`src/rtl/reg_arb_pkg.sv`:
```
// Shared encodings for the register-bank arbiter: operation codes and FSM states.
package reg_arb_pkg;

    localparam logic [1:0] OP_WRITE = 2'b00;
    localparam logic [1:0] OP_MOVE  = 2'b01;
    localparam logic [1:0] OP_CLEAR = 2'b10;
    localparam logic [1:0] OP_SWAP  = 2'b11;

    typedef enum logic [2:0] {
        ST_IDLE  = 3'd0,
        ST_READ  = 3'd1,
        ST_LOAD  = 3'd2,
        ST_LOAD2 = 3'd3,
        ST_DONE  = 3'd4
    } state_t;

endpackage

```
`src/rtl/reg_bank_arbiter_if.sv`:
```
// Bundle of requester, bank and debug signals around the arbiter.
// Handshake: a requester raises reqN with opN/dstN/srcN/dataN stable and keeps
// reqN high until it sees the one-cycle ackN pulse; it must drop reqN on the
// edge that samples ackN. The fields are only sampled in the granting cycle.
interface reg_bank_arbiter_if
    import reg_arb_pkg::*;
#(
    parameter int NREG = 4,
    parameter int W    = 32,
    parameter int IDXW = 2
);
    logic                req0, req1;
    logic [1:0]          op0, op1;
    logic [IDXW-1:0]     dst0, dst1;
    logic [IDXW-1:0]     src0, src1;
    logic [W-1:0]        data0, data1;
    logic [NREG*W-1:0]   q_flat;
    logic [NREG-1:0]     load;
    logic [W-1:0]        bus;
    logic                ack0, ack1;
    logic                busy;
    // Debug visibility of the controller FSM and arbitration history.
    state_t              state;
    logic                last_grant;

    modport slave (
        input  req0, req1, op0, op1, dst0, dst1, src0, src1, data0, data1, q_flat,
        output load, bus, ack0, ack1, busy, state, last_grant
    );

    modport master (
        output req0, req1, op0, op1, dst0, dst1, src0, src1, data0, data1, q_flat,
        input  load, bus, ack0, ack1, busy, state, last_grant
    );

endinterface

```
`src/rtl/rr_arb2.sv`:
```
// Two-requester round-robin arbiter. last_grant holds the index of the most
// recently granted requester; it resets to 1 so requester 0 wins first.
module rr_arb2 (
    input  logic       clk,
    input  logic       clear_n,
    input  logic [1:0] req,
    input  logic       enable,
    output logic [1:0] grant,
    output logic       last_grant
);

    // Pick the single requester, or the one not granted last on contention.
    always_comb begin
        grant = 2'b00;
        if (enable) begin
            case (req)
                2'b01:   grant = 2'b01;
                2'b10:   grant = 2'b10;
                2'b11:   grant = last_grant ? 2'b01 : 2'b10;
                default: grant = 2'b00;
            endcase
        end
    end

    // Remember who was served so the other side wins the next tie.
    always_ff @(posedge clk or negedge clear_n) begin
        if (!clear_n) begin
            last_grant <= 1'b1;
        end else if (|grant) begin
            last_grant <= grant[1];
        end
    end

endmodule

```
`src/rtl/reg_bank_arbiter.sv`:
```
// Shares an external register bank between two requesters and sequences
// write / clear / move / swap by driving one-hot load strobes and a shared bus.
// Every output is a register, computed from the next state.
module reg_bank_arbiter
    import reg_arb_pkg::*;
#(
    parameter int NREG = 4,
    parameter int W    = 32,
    parameter int IDXW = 2
) (
    input  logic              clk,
    input  logic              clear_n,
    reg_bank_arbiter_if.slave rb
);

    state_t          state, state_n;
    logic [1:0]      op_q, op_n;
    logic [IDXW-1:0] dst_q, dst_n, src_q, src_n;
    logic [W-1:0]    data_q, data_n;
    logic [W-1:0]    tmp_a, tmp_a_n, tmp_b, tmp_b_n;
    logic            who_q, who_n;
    logic [NREG-1:0] load_q, load_n;
    logic [W-1:0]    bus_q, bus_n;
    logic            ack0_q, ack0_n, ack1_q, ack1_n, busy_q, busy_n;
    logic [1:0]      grant;
    logic            last_grant;
    logic [W-1:0]    q [NREG];

    rr_arb2 u_arb (
        .clk        (clk),
        .clear_n    (clear_n),
        .req        ({rb.req1, rb.req0}),
        .enable     (state == ST_IDLE),
        .grant      (grant),
        .last_grant (last_grant)
    );

    // Unpack the bank outputs so registers can be selected by index.
    always_comb begin
        for (int i = 0; i < NREG; i++) begin
            q[i] = rb.q_flat[i*W +: W];
        end
    end

    // Next state, operation latch on grant, and source/destination capture in READ.
    always_comb begin
        state_n = state;
        op_n    = op_q;
        dst_n   = dst_q;
        src_n   = src_q;
        data_n  = data_q;
        who_n   = who_q;
        tmp_a_n = tmp_a;
        tmp_b_n = tmp_b;
        case (state)
            ST_IDLE: begin
                if (|grant) begin
                    who_n = grant[1];
                    if (grant[1]) begin
                        op_n   = rb.op1;
                        dst_n  = rb.dst1;
                        src_n  = rb.src1;
                        data_n = rb.data1;
                    end else begin
                        op_n   = rb.op0;
                        dst_n  = rb.dst0;
                        src_n  = rb.src0;
                        data_n = rb.data0;
                    end
                    state_n = (op_n == OP_WRITE || op_n == OP_CLEAR) ? ST_LOAD : ST_READ;
                end
            end
            ST_READ: begin
                tmp_a_n = q[src_q];
                tmp_b_n = q[dst_q];
                state_n = ST_LOAD;
            end
            ST_LOAD:  state_n = (op_q == OP_SWAP) ? ST_LOAD2 : ST_DONE;
            ST_LOAD2: state_n = ST_DONE;
            ST_DONE:  state_n = ST_IDLE;
            default:  state_n = ST_IDLE;
        endcase
    end

    // Output values for the cycle being entered; load/bus are quiet outside LOAD/LOAD2.
    always_comb begin
        load_n = '0;
        bus_n  = '0;
        ack0_n = 1'b0;
        ack1_n = 1'b0;
        busy_n = (state_n != ST_IDLE);
        case (state_n)
            ST_LOAD: begin
                load_n = NREG'(1) << dst_n;
                case (op_n)
                    OP_WRITE: bus_n = data_n;
                    OP_CLEAR: bus_n = '0;
                    default:  bus_n = tmp_a_n;
                endcase
            end
            ST_LOAD2: begin
                load_n = NREG'(1) << src_n;
                bus_n  = tmp_b_n;
            end
            ST_DONE: begin
                ack0_n = !who_n;
                ack1_n = who_n;
            end
            default: ;
        endcase
    end

    // State, latched operation and registered outputs; reset aborts without ack.
    always_ff @(posedge clk or negedge clear_n) begin
        if (!clear_n) begin
            state  <= ST_IDLE;
            op_q   <= '0;
            dst_q  <= '0;
            src_q  <= '0;
            data_q <= '0;
            who_q  <= 1'b0;
            tmp_a  <= '0;
            tmp_b  <= '0;
            load_q <= '0;
            bus_q  <= '0;
            ack0_q <= 1'b0;
            ack1_q <= 1'b0;
            busy_q <= 1'b0;
        end else begin
            state  <= state_n;
            op_q   <= op_n;
            dst_q  <= dst_n;
            src_q  <= src_n;
            data_q <= data_n;
            who_q  <= who_n;
            tmp_a  <= tmp_a_n;
            tmp_b  <= tmp_b_n;
            load_q <= load_n;
            bus_q  <= bus_n;
            ack0_q <= ack0_n;
            ack1_q <= ack1_n;
            busy_q <= busy_n;
        end
    end

    assign rb.load       = load_q;
    assign rb.bus        = bus_q;
    assign rb.ack0       = ack0_q;
    assign rb.ack1       = ack1_q;
    assign rb.busy       = busy_q;
    assign rb.state      = state;
    assign rb.last_grant = last_grant;

endmodule

```
`src/flat_wrapper.sv`:
```
// flat-port wrapper written by rule: the top's interface ports become plain ports
module reg_bank_arbiter_flat import reg_arb_pkg::*;
#(
    parameter int NREG = 4,
    parameter int W    = 32,
    parameter int IDXW = 2
)
  (clk, clear_n, rb_req0, rb_req1, rb_op0, rb_op1, rb_dst0, rb_dst1, rb_src0, rb_src1, rb_data0, rb_data1, rb_q_flat, rb_load, rb_bus, rb_ack0, rb_ack1, rb_busy, rb_state, rb_last_grant);
  reg_bank_arbiter_if #(.NREG(NREG), .W(W), .IDXW(IDXW)) rb_i ();
  input  logic clk;
  input  logic clear_n;
  input wire logic [$bits(rb_i.req0)-1:0] rb_req0;
  input wire logic [$bits(rb_i.req1)-1:0] rb_req1;
  input wire logic [$bits(rb_i.op0)-1:0] rb_op0;
  input wire logic [$bits(rb_i.op1)-1:0] rb_op1;
  input wire logic [$bits(rb_i.dst0)-1:0] rb_dst0;
  input wire logic [$bits(rb_i.dst1)-1:0] rb_dst1;
  input wire logic [$bits(rb_i.src0)-1:0] rb_src0;
  input wire logic [$bits(rb_i.src1)-1:0] rb_src1;
  input wire logic [$bits(rb_i.data0)-1:0] rb_data0;
  input wire logic [$bits(rb_i.data1)-1:0] rb_data1;
  input wire logic [$bits(rb_i.q_flat)-1:0] rb_q_flat;
  output wire logic [$bits(rb_i.load)-1:0] rb_load;
  output wire logic [$bits(rb_i.bus)-1:0] rb_bus;
  output wire logic [$bits(rb_i.ack0)-1:0] rb_ack0;
  output wire logic [$bits(rb_i.ack1)-1:0] rb_ack1;
  output wire logic [$bits(rb_i.busy)-1:0] rb_busy;
  output wire logic [$bits(rb_i.state)-1:0] rb_state;
  output wire logic [$bits(rb_i.last_grant)-1:0] rb_last_grant;
  assign rb_i.req0 = rb_req0;
  assign rb_i.req1 = rb_req1;
  assign rb_i.op0 = rb_op0;
  assign rb_i.op1 = rb_op1;
  assign rb_i.dst0 = rb_dst0;
  assign rb_i.dst1 = rb_dst1;
  assign rb_i.src0 = rb_src0;
  assign rb_i.src1 = rb_src1;
  assign rb_i.data0 = rb_data0;
  assign rb_i.data1 = rb_data1;
  assign rb_i.q_flat = rb_q_flat;
  assign rb_load = rb_i.load;
  assign rb_bus = rb_i.bus;
  assign rb_ack0 = rb_i.ack0;
  assign rb_ack1 = rb_i.ack1;
  assign rb_busy = rb_i.busy;
  assign rb_state = rb_i.state;
  assign rb_last_grant = rb_i.last_grant;
  reg_bank_arbiter #(.NREG(NREG), .W(W), .IDXW(IDXW)) u_core (.clk(clk), .clear_n(clear_n), .rb(rb_i));
endmodule
```
`config.mk`:
```
export PLATFORM = sky130hd
export DESIGN_NAME = reg_bank_arbiter_flat
export DESIGN_NICKNAME = d
export VERILOG_FILES = /design/src/rtl/reg_arb_pkg.sv /design/src/rtl/reg_bank_arbiter_if.sv /design/src/rtl/rr_arb2.sv /design/src/rtl/reg_bank_arbiter.sv /design/src/flat_wrapper.sv
export SDC_FILE = /design/constraint.sdc
export NUM_CORES = 1
export LEC_CHECK = 0
export CAP_MARGIN = 20
export CELL_PAD_IN_SITES_DETAIL_PLACEMENT = 0
export CELL_PAD_IN_SITES_GLOBAL_PLACEMENT = 1
export CORE_AREA = 2 2 137 139
export CTS_CLUSTER_DIAMETER = 40
export DETAILED_ROUTE_END_ITERATION = 10
export DIE_AREA = 0 0 139 141
export PLACE_DENSITY = 0.95
export SLEW_MARGIN = 0
export SYNTH_ARGS = -nofsm -noshare
export SYNTH_HDL_FRONTEND = slang
export SYNTH_SLANG_ARGS = --single-unit
```
`constraint.sdc`:
```
create_clock -name clk -period 3.3 [get_ports clk]
set_input_delay 0.33 -clock clk [delete_from_list [all_inputs] [get_ports clk]]
set_output_delay 0.33 -clock clk [all_outputs]
set_load 0.05 [all_outputs]
```
==> impl_metrics.yaml, run 1 <==
drt:
  viasPerCell: 5.30
  detail_route.first_pass.iterations: 5
  routed_wirelength_um: 20400
  avgRoutedWirePerCell_um: 20.3
  dr.first_iter.drc_count: 253
  final_antenna_net_count: 0
  remaining_drc_errors: 0
  vias: 5315
critical_path:
  critical_path_peak_fanout: 27
  required_ns: 3.58
  r2r_slack_ns: 0.95
  reg2reg_to: "u_core.rb.bus[16]"
  r2r_start: "u_core.src_q[0]"
  arrival_ns: 2.63
  startpoint_type: "flop"
  critPathCapture: "u_core.rb.bus[16]"
  rr_worst_depth: 4
  crit_start: "u_core.src_q[0]"
  cp-end-kind: "flop"
  path_class: "flop to flop"
floorplan:
  die_h_um: 141
  num_io_pins: 251
  die_w_um: 139
  core_um2: 18300
  start_util: 0.363
  num_rows: 50
  die_area_um2: 19600
global_route:
  met3_usage: 0.0510
  grt_overflow: 0
  grt_pass1_wl_um: 31500
  grt_max_degree: 63
  grtUsageMet2: 0.366
  grt_pass1_vias: 5657
  top_usage_layer: "met2"
  gr-usage-met1: 0.263
  track_usage: 0.210
  antenna_found_initial: 0
clock_tree:
  insertion_delay_ns: 0.41
  cts-buffers-inserted: 17
  clkSlewWorstSetupHoldPaths_ns: 0.05
  h-tree-depth: 4
  post_cts_resized: 0
  cts_tree: "yes"
  root_buffer: "clkbuf_16"
  cts_sinks: 114
  postCtsSetupRepairBufs: 0
  clockBufferDepth: 2
final_layout:
  final_cell_mix: "clkdlybuf4s50_1 (249), dfrtp_1 (109), mux4_2 (64)"
  finish.utilization: 0.546
  drive_above_1_share: 0.281
  nNetsFinal: 963
  area_growth_pct: 50.5
  antenna_cells: 0
  final_common_cell: "clkdlybuf4s50_1"
job:
  max_cap_viol_count: 0
logic_synthesis:
  avgSynthCellArea_um2: 12.8
  netlist_area_um2: 6630
  syn-num-nets: 726
  ys_seq_elements: 114
  synth_edf_count: 0
  yosysWarnings: 0
  synth.distinct_cells: 38
  yosysSeqAreaShare: 0.430
  yosys_most_used_dff: "dfrtp_1"
  ys_async_sr_fraction: 1.00
  netlist_instances: 518
power:
  max-vdd-ir-drop_mv: 0.608
  p_leak_nw: 4.06
  power_density_nw_per_um2: 972
sta:
  worst_slew_pin_slew_ns: 1.00
  period_share: 0.713
  fin_tns_setup_ns: 0
  setup_viol: 0
  rsz0062_at_grt: "false"
  fin_skew_ns: 0.00677
  drv_slew: 0
  fin_crit_ns: 2.35
  fmax_mhz: 425
  slew_headroom: 0.331
  hold_viol: 0
hold_path:
  hold_class: "flop to flop"
outcome:
  status: "finished, final reports clean"
placement:
  place_congestion: 0.803
  hpwlAfterDp_um: 14100
  io_buffer_count: 250
## final cells by class
| cell class | instances | area, um2 |
|---|---|---|
| multi-input cells | 319 | 3390 |
| clock inverters | 10 | 178 |
| clock buffers | 22 | 484 |
| repair buffers | 262 | 2630 |
| fillers | 1542 | 8290 |
| flip-flops and latches | 114 | 2860 |
| inverters | 41 | 154 |
| well taps | 234 | 293 |
## kinds of logic after synthesis
kind of cell | synth area share
compound gates | 0.136
buf+inv | 0.0608
flops | 0.430
mux | 0.273
simple gates | 0.0991
## cell usage after synthesis, drive strengths merged, types with 7 or more instances
| cell | number | share of area |
|---|---|---|
| o21ai | 33 | 0.043 |
| buf | 26 | 0.027 |
| dfrtp | 113 | 0.43 |
| clkbuf | 18 | 0.010 |
| mux4 | 64 | 0.22 |
| a22oi | 63 | 0.071 |
| and2 | 33 | 0.041 |
| mux2 | 32 | 0.054 |
| nand2 | 44 | 0.025 |
| nand3 | 9 | 0.0068 |
| nor2 | 7 | 0.0040 |
| nor3 | 8 | 0.0085 |
| inv | 41 | 0.023 |
## where the power goes
group	switching [mW]	internal, mW	leakage, nW
logic	2.58	2.41	2.30
registers	0.583	2.08	1.43
clock network	0.635	1.41	0.326
total	3.80	5.90	4.06
## state kept, by name, indices dropped and copies added (netlist names), 2 cells and up
name,count
u_core.src_q,2
u_core.dst_q,2
u_core.data_q,32
u_core.rb.load,4
u_core.op_q,2
u_core.tmp_b,32
u_core.rb.bus,32
u_core.rb.state,3
## per-stage QoR
| stage | worst slack [ns] | std cells | hold slack [ns] | power (mW) | cell area (um2) |
|---|---|---|---|---|---|
| 6_report | 0.947 | 1002 | 0.484 | 9.71 | 9980 |
| 3_3_place_gp | 0.500 | 968 | 0.420 | 7.57 | 9290 |
| 2_1_floorplan | 1.29 | 518 | 0.0344 | 6.23 | 6630 |
| 4_1_cts | 0.908 | 1002 | 0.484 | 9.79 | 9980 |
| 3_5_place_dp | 0.927 | 969 | 0.419 | 7.69 | 9310 |
| 5_1_grt | 0.793 | 1002 | 0.503 | 10.2 | 9980 |
## layer usage
metal | part of all wire | vias to the layer above
li1 | - | 2420
met1 | 0.41 | 2683
met2 | 0.52 | 195
met3 | 0.059 | 17
met4 | 0.011 | 0
met5 | 0 | -
## how the worst min path moves through the flow
stage	end	cells after the start	slack, ns	startpoint
finish	u_core.u_arb.last_grant	2	0.48	u_core.u_arb.last_grant
detailed placement	u_core.rb.busy	1	0.42	clear_n
global placement	u_core.rb.busy	1	0.42	clear_n
CTS	u_core.u_arb.last_grant	2	0.48	u_core.u_arb.last_grant
global route	u_core.u_arb.last_grant	2	0.50	u_core.u_arb.last_grant
floorplan	u_core.data_q[0]	0	0.03	clear_n
## what timing repair did
action,4_1_cts,5_1_grt
hold buffers,1,0
hold endpoints to repair,51,0
endpoints found under the setup margin,0,0
## worst max-delay path, stage by stage, from the launching register on
cell	delay, ns
dfrtp_2	1.02
buf_4	0.36
mux4_2	0.52
a22oi_1	0.18
o21ai_1	0.11
(Power assumes the default switching activity.)
==> run 2: changes to the inputs <==
- CORE_AREA: 2 2 137 139 -> 2 2 143 145
- DIE_AREA: 0 0 139 141 -> 0 0 145 147
- PLACE_DENSITY: 0.95 -> 0.89
- clock period: 3.3 -> 2.5 ns (I/O delays scaled with it)
==> impl_metrics.yaml, run 2 (synthesized netlist as in run 1, its figures left out) <==
final_layout:
  finish.utilization: 0.509
  final_cells: 1045
  area_growth_pct: 52.3
  final_cell_mix: "clkdlybuf4s50_1 (249), dfrtp_1 (109), mux4_2 (64)"
  nNetsFinal: 970
  final_common_cell: "clkdlybuf4s50_1"
  drive_above_1_share: 0.284
critical_path:
  critical_path_peak_fanout: 32
  cp-end-kind: "flop"
  required_ns: 2.79
  path_buf_inv: 1
  path_class: "flop to flop"
  path_depth: 6
  startpoint_type: "flop"
  cp_slowest_cell: "dfrtp_1"
  r2r_start: "u_core.rb.state[2]"
  timing.critical_path.cells: "nor3_2, and3_2, nor3_1, o31ai_4, buf_12, o21ai_2"
  critical_path.top_delay_family: "simple AND/OR/NAND/NOR gates"
  arrival_ns: 2.40
  r2r_slack_ns: 0.38
  rr_worst_depth: 6
  reg2reg_to: "u_core.rb.bus[28]"
  max_stage_delay_ns: 0.48
hold_path:
  hold_class: "primary input to async pin"
placement:
  post-place-ws_ns: 0.184
  hpwlAfterDp_um: 15700
  place_congestion: 0.836
  io_buffer_count: 250
  dp.cells: 1012
drt:
  detail_route.first_pass.iterations: 4
  avgRoutedWirePerCell_um: 21.0
  vias: 5427
  dr.first_iter.drc_count: 286
  viasPerCell: 5.19
  remaining_drc_errors: 0
  routed_wirelength_um: 21900
  final_antenna_net_count: 0
clock_tree:
  h-tree-depth: 4
  cts_tree: "yes"
  root_buffer: "clkbuf_16"
  clkSlewWorstSetupHoldPaths_ns: 0.06
  insertion_delay_ns: 0.41
  cts_sinks: 114
  cts-buffers-inserted: 17
  clockBufferDepth: 2
  postCtsSetupRepairBufs: 0
global_route:
  gr-usage-met1: 0.253
  antenna_found_initial: 0
  track_usage: 0.212
  grtUsageMet2: 0.360
  met3_usage: 0.0693
  grt_pass1_vias: 6092
  grt_overflow: 0
  grt_pass1_wl_um: 34400
  top_usage_layer: "met2"
  grt_max_degree: 47
sta:
  fmax_mhz: 473
  hold_viol: 0
  setup_viol: 0
  setup_ws_ns: 0.385
  drv_slew: 0
  worst_slew_pin_slew_ns: 0.575
  fin_skew_ns: 0.00864
  slew_headroom: 0.616
  fin_tns_setup_ns: 0
  period_share: 0.846
  rsz0062_at_grt: "false"
  fin_crit_ns: 2.12
floorplan:
  die_area_um2: 21300
  num_io_pins: 251
  die_h_um: 147
  start_util: 0.334
  core_um2: 19800
  die_w_um: 145
  num_rows: 52
power:
  max-vdd-ir-drop_mv: 0.848
  p_leak_nw: 4.09
  total_power_mw: 12.9
  power_density_nw_per_um2: 1280
outcome:
  status: "finished, final reports clean"
job:
  max_cap_viol_count: 0
## run 2: cell count changes in the layout (fill, tap and decap cells not counted)
cell | previous run | this run
buf_4 | 9 | 12
clkbuf_1 | 1 | 2
and2_2 | 2 | 1
clkinvlp_4 | 1 | 2
clkbuf_8 | 4 | 3
clkinv_4 | 0 | 1
clkinv_2 | 4 | 2
and2_1 | 5 | 6
diode_2 | 0 | 1
buf_8 | 1 | 0
buf_12 | 2 | 7
bufinv_16 | 5 | 4
## run 2: routing by layer
layer | routed length (um) | up-vias
li1 | - | 2439
met1 | 8800 | 2752
met2 | 11100 | 210
met3 | 1550 | 26
met4 | 478 | 0
met5 | 0 | -
## run 2: timing repair
action                                 CTS  global route
endpoints found under the hold margin   35             0
resized for setup                        0             0
hold buffers                             1             0
## run 2: cell type report
type / count / area, um2
antenna: 1 / 2.50
clock buffer: 22 / 474
clock inverter: 9 / 154
fill: 1740 / 9740
inverter: 41 / 154
multi-input combinational: 319 / 3390
sequential: 114 / 2860
tap: 270 / 338
timing repair buffer: 269 / 2730
## run 2: where the power goes
group          switching, mW  total [mW]  leakage (nW)  internal [mW]
Combinational           3.70        7.00          2.36           3.30
Sequential             0.558        3.31          1.43           2.75
Clock                  0.857        2.60         0.302           1.74
## run 2: worst max path at each step
stage,to,startpoint
5_1_grt,u_core.rb.bus[0],u_core.rb.state[2]
4_1_cts,u_core.rb.bus[3],u_core.rb.state[2]
3_3_place_gp,u_core.rb.load[3],rb_req0
3_5_place_dp,u_core.rb.bus[3],rb_req0
2_1_floorplan,u_core.rb.bus[11],u_core.rb.state[2]
6_report,u_core.rb.bus[28],u_core.rb.state[2]
## run 2: through the flow
stage | area (um2) | hold slack (ns)
2_1_floorplan | 6630 | -0.0456
3_3_place_gp | 9460 | 0.254
3_5_place_dp | 9460 | 0.258
4_1_cts | 10100 | 0.374
5_1_grt | 10100 | 0.400
6_report | 10100 | 0.357
==> run 3: changes to the inputs <==
- clock period: 2.5 -> 2.2 ns (I/O delays scaled with it)
==> impl_metrics.yaml, run 3 (synthesized netlist as in run 1, its figures left out) <==
global_route:
  antenna_found_initial: 0
  grt_max_degree: 115
  grt_pass1_vias: 6053
  grt_overflow: 0
  grt_pass1_wl_um: 33700
  track_usage: 0.209
sta:
  hold_viol: 0
  drv_slew: 0
  slew_headroom: 0.594
  period_share: 0.938
  hold_ws_ns: 0.447
  fin_crit_ns: 2.06
  fin_skew_ns: 0.00852
  rsz0062_at_grt: "false"
  fmax_mhz: 485
  setup_viol: 0
  fin_tns_setup_ns: 0
  worst_slew_pin_slew_ns: 0.610
floorplan:
  die_w_um: 145
  core_um2: 19800
  die_h_um: 147
  die_area_um2: 21300
  num_rows: 52
  start_util: 0.334
  num_io_pins: 251
critical_path:
  required_ns: 2.48
  arrival_ns: 2.34
  cp-end-kind: "flop"
  path_class: "flop to flop"
  startpoint_type: "flop"
  critical_path_peak_fanout: 32
  rr_worst_depth: 6
placement:
  hpwlAfterDp_um: 15800
  place_congestion: 0.834
  place_area_um2: 9540
  io_buffer_count: 250
  dp.cells: 1021
final_layout:
  finalInstanceArea_um2: 10200
  area_growth_pct: 53.3
  antenna_cells: 0
  final_common_cell: "clkdlybuf4s50_1"
  final_cells: 1054
  nFillCells: 1691
  drive_above_1_share: 0.293
  nNetsFinal: 979
  final_cell_mix: "clkdlybuf4s50_1 (249), dfrtp_1 (109), mux4_2 (64)"
power:
  power_density_nw_per_um2: 1440
  total_power_mw: 14.7
  max-vdd-ir-drop_mv: 0.953
  p_leak_nw: 4.13
clock_tree:
  clkSlewWorstSetupHoldPaths_ns: 0.05
  clockBufferDepth: 2
  cts_sinks: 114
  cts_tree: "yes"
  cts-buffers-inserted: 17
  post_cts_resized: 0
  h-tree-depth: 4
  root_buffer: "clkbuf_16"
  insertion_delay_ns: 0.41
job:
  max_cap_viol_count: 0
drt:
  final_antenna_net_count: 0
  viasPerCell: 5.15
  detail_route.first_pass.iterations: 4
  routed_wirelength_um: 21800
  dr.first_iter.drc_count: 214
  remaining_drc_errors: 0
  vias: 5426
  avgRoutedWirePerCell_um: 20.7
outcome:
  status: "finished, final reports clean"
hold_path:
  hold_class: "primary input to async pin"
==> run 3: layout make-up <==
type                    instances  area (um2)  area share
multi-input cells             319        3390       0.333
flip-flops and latches        114        2860       0.281
repair buffers                278        2810       0.277
clock buffers                  23         488      0.0480
well taps                     270         338      0.0332
inverters                      41         154      0.0151
clock inverters                 9         128      0.0126
==> run 3: metrics by stage <==
step / setup WS, ns / utilization
6_report: 0.136 / 0.512
3_5_place_dp: 0.0521 / 0.481
3_3_place_gp: 0.112 / 0.481
4_1_cts: 0.124 / 0.512
2_1_floorplan: 0.192 / -
5_1_grt: 0.0382 / 0.512
==> run 3: path summary, 6_finish.rpt <==
check / from / end / slack [ns]
min in group clk: rb_data0[16] / u_core.data_q[16] / 0.45
setup reg to reg: u_core.rb.state[0] / u_core.rb.bus[19] / 0.14
hold reg to reg: u_core.u_arb.last_grant / u_core.u_arb.last_grant / 0.49
max in group asynchronous: clear_n / u_core.dst_q[0] / 1.26
setup / recovery: u_core.rb.state[0] / u_core.rb.bus[19] / 0.14
hold / removal: clear_n / u_core.rb.bus[24] / 0.45
==> run 3: worst max-delay path, cell delays in order, from the launching register on <==
cell      delay [ns]
dfrtp_1         0.48
or3_1           0.55
nor4_4          0.31
a221oi_2        0.09
o31ai_4         0.08
buf_12          0.31
o21ai_2         0.10
==> run 3: metal layers <==
metal	vias to the layer above	routed length, um	global-route usage
met5	-	0	0
met4	0	410	0.0718
met3	25	1530	0.0593
met2	213	11200	0.361
met1	2745	8700	0.250
li1	2443	-	-
==> run 3: power breakdown <==
group          switching [mW]  leakage (nW)  internal, mW
registers               0.567          1.43          3.13
clock network           0.954         0.295          1.89
logic                    4.29          2.40          3.82
total                    5.81          4.13          8.85
==> run 3: repair_timing <==
action	in CTS	in global routing
hold buffers	1	0
hold endpoints to repair	113	0
setup buffers	0	0
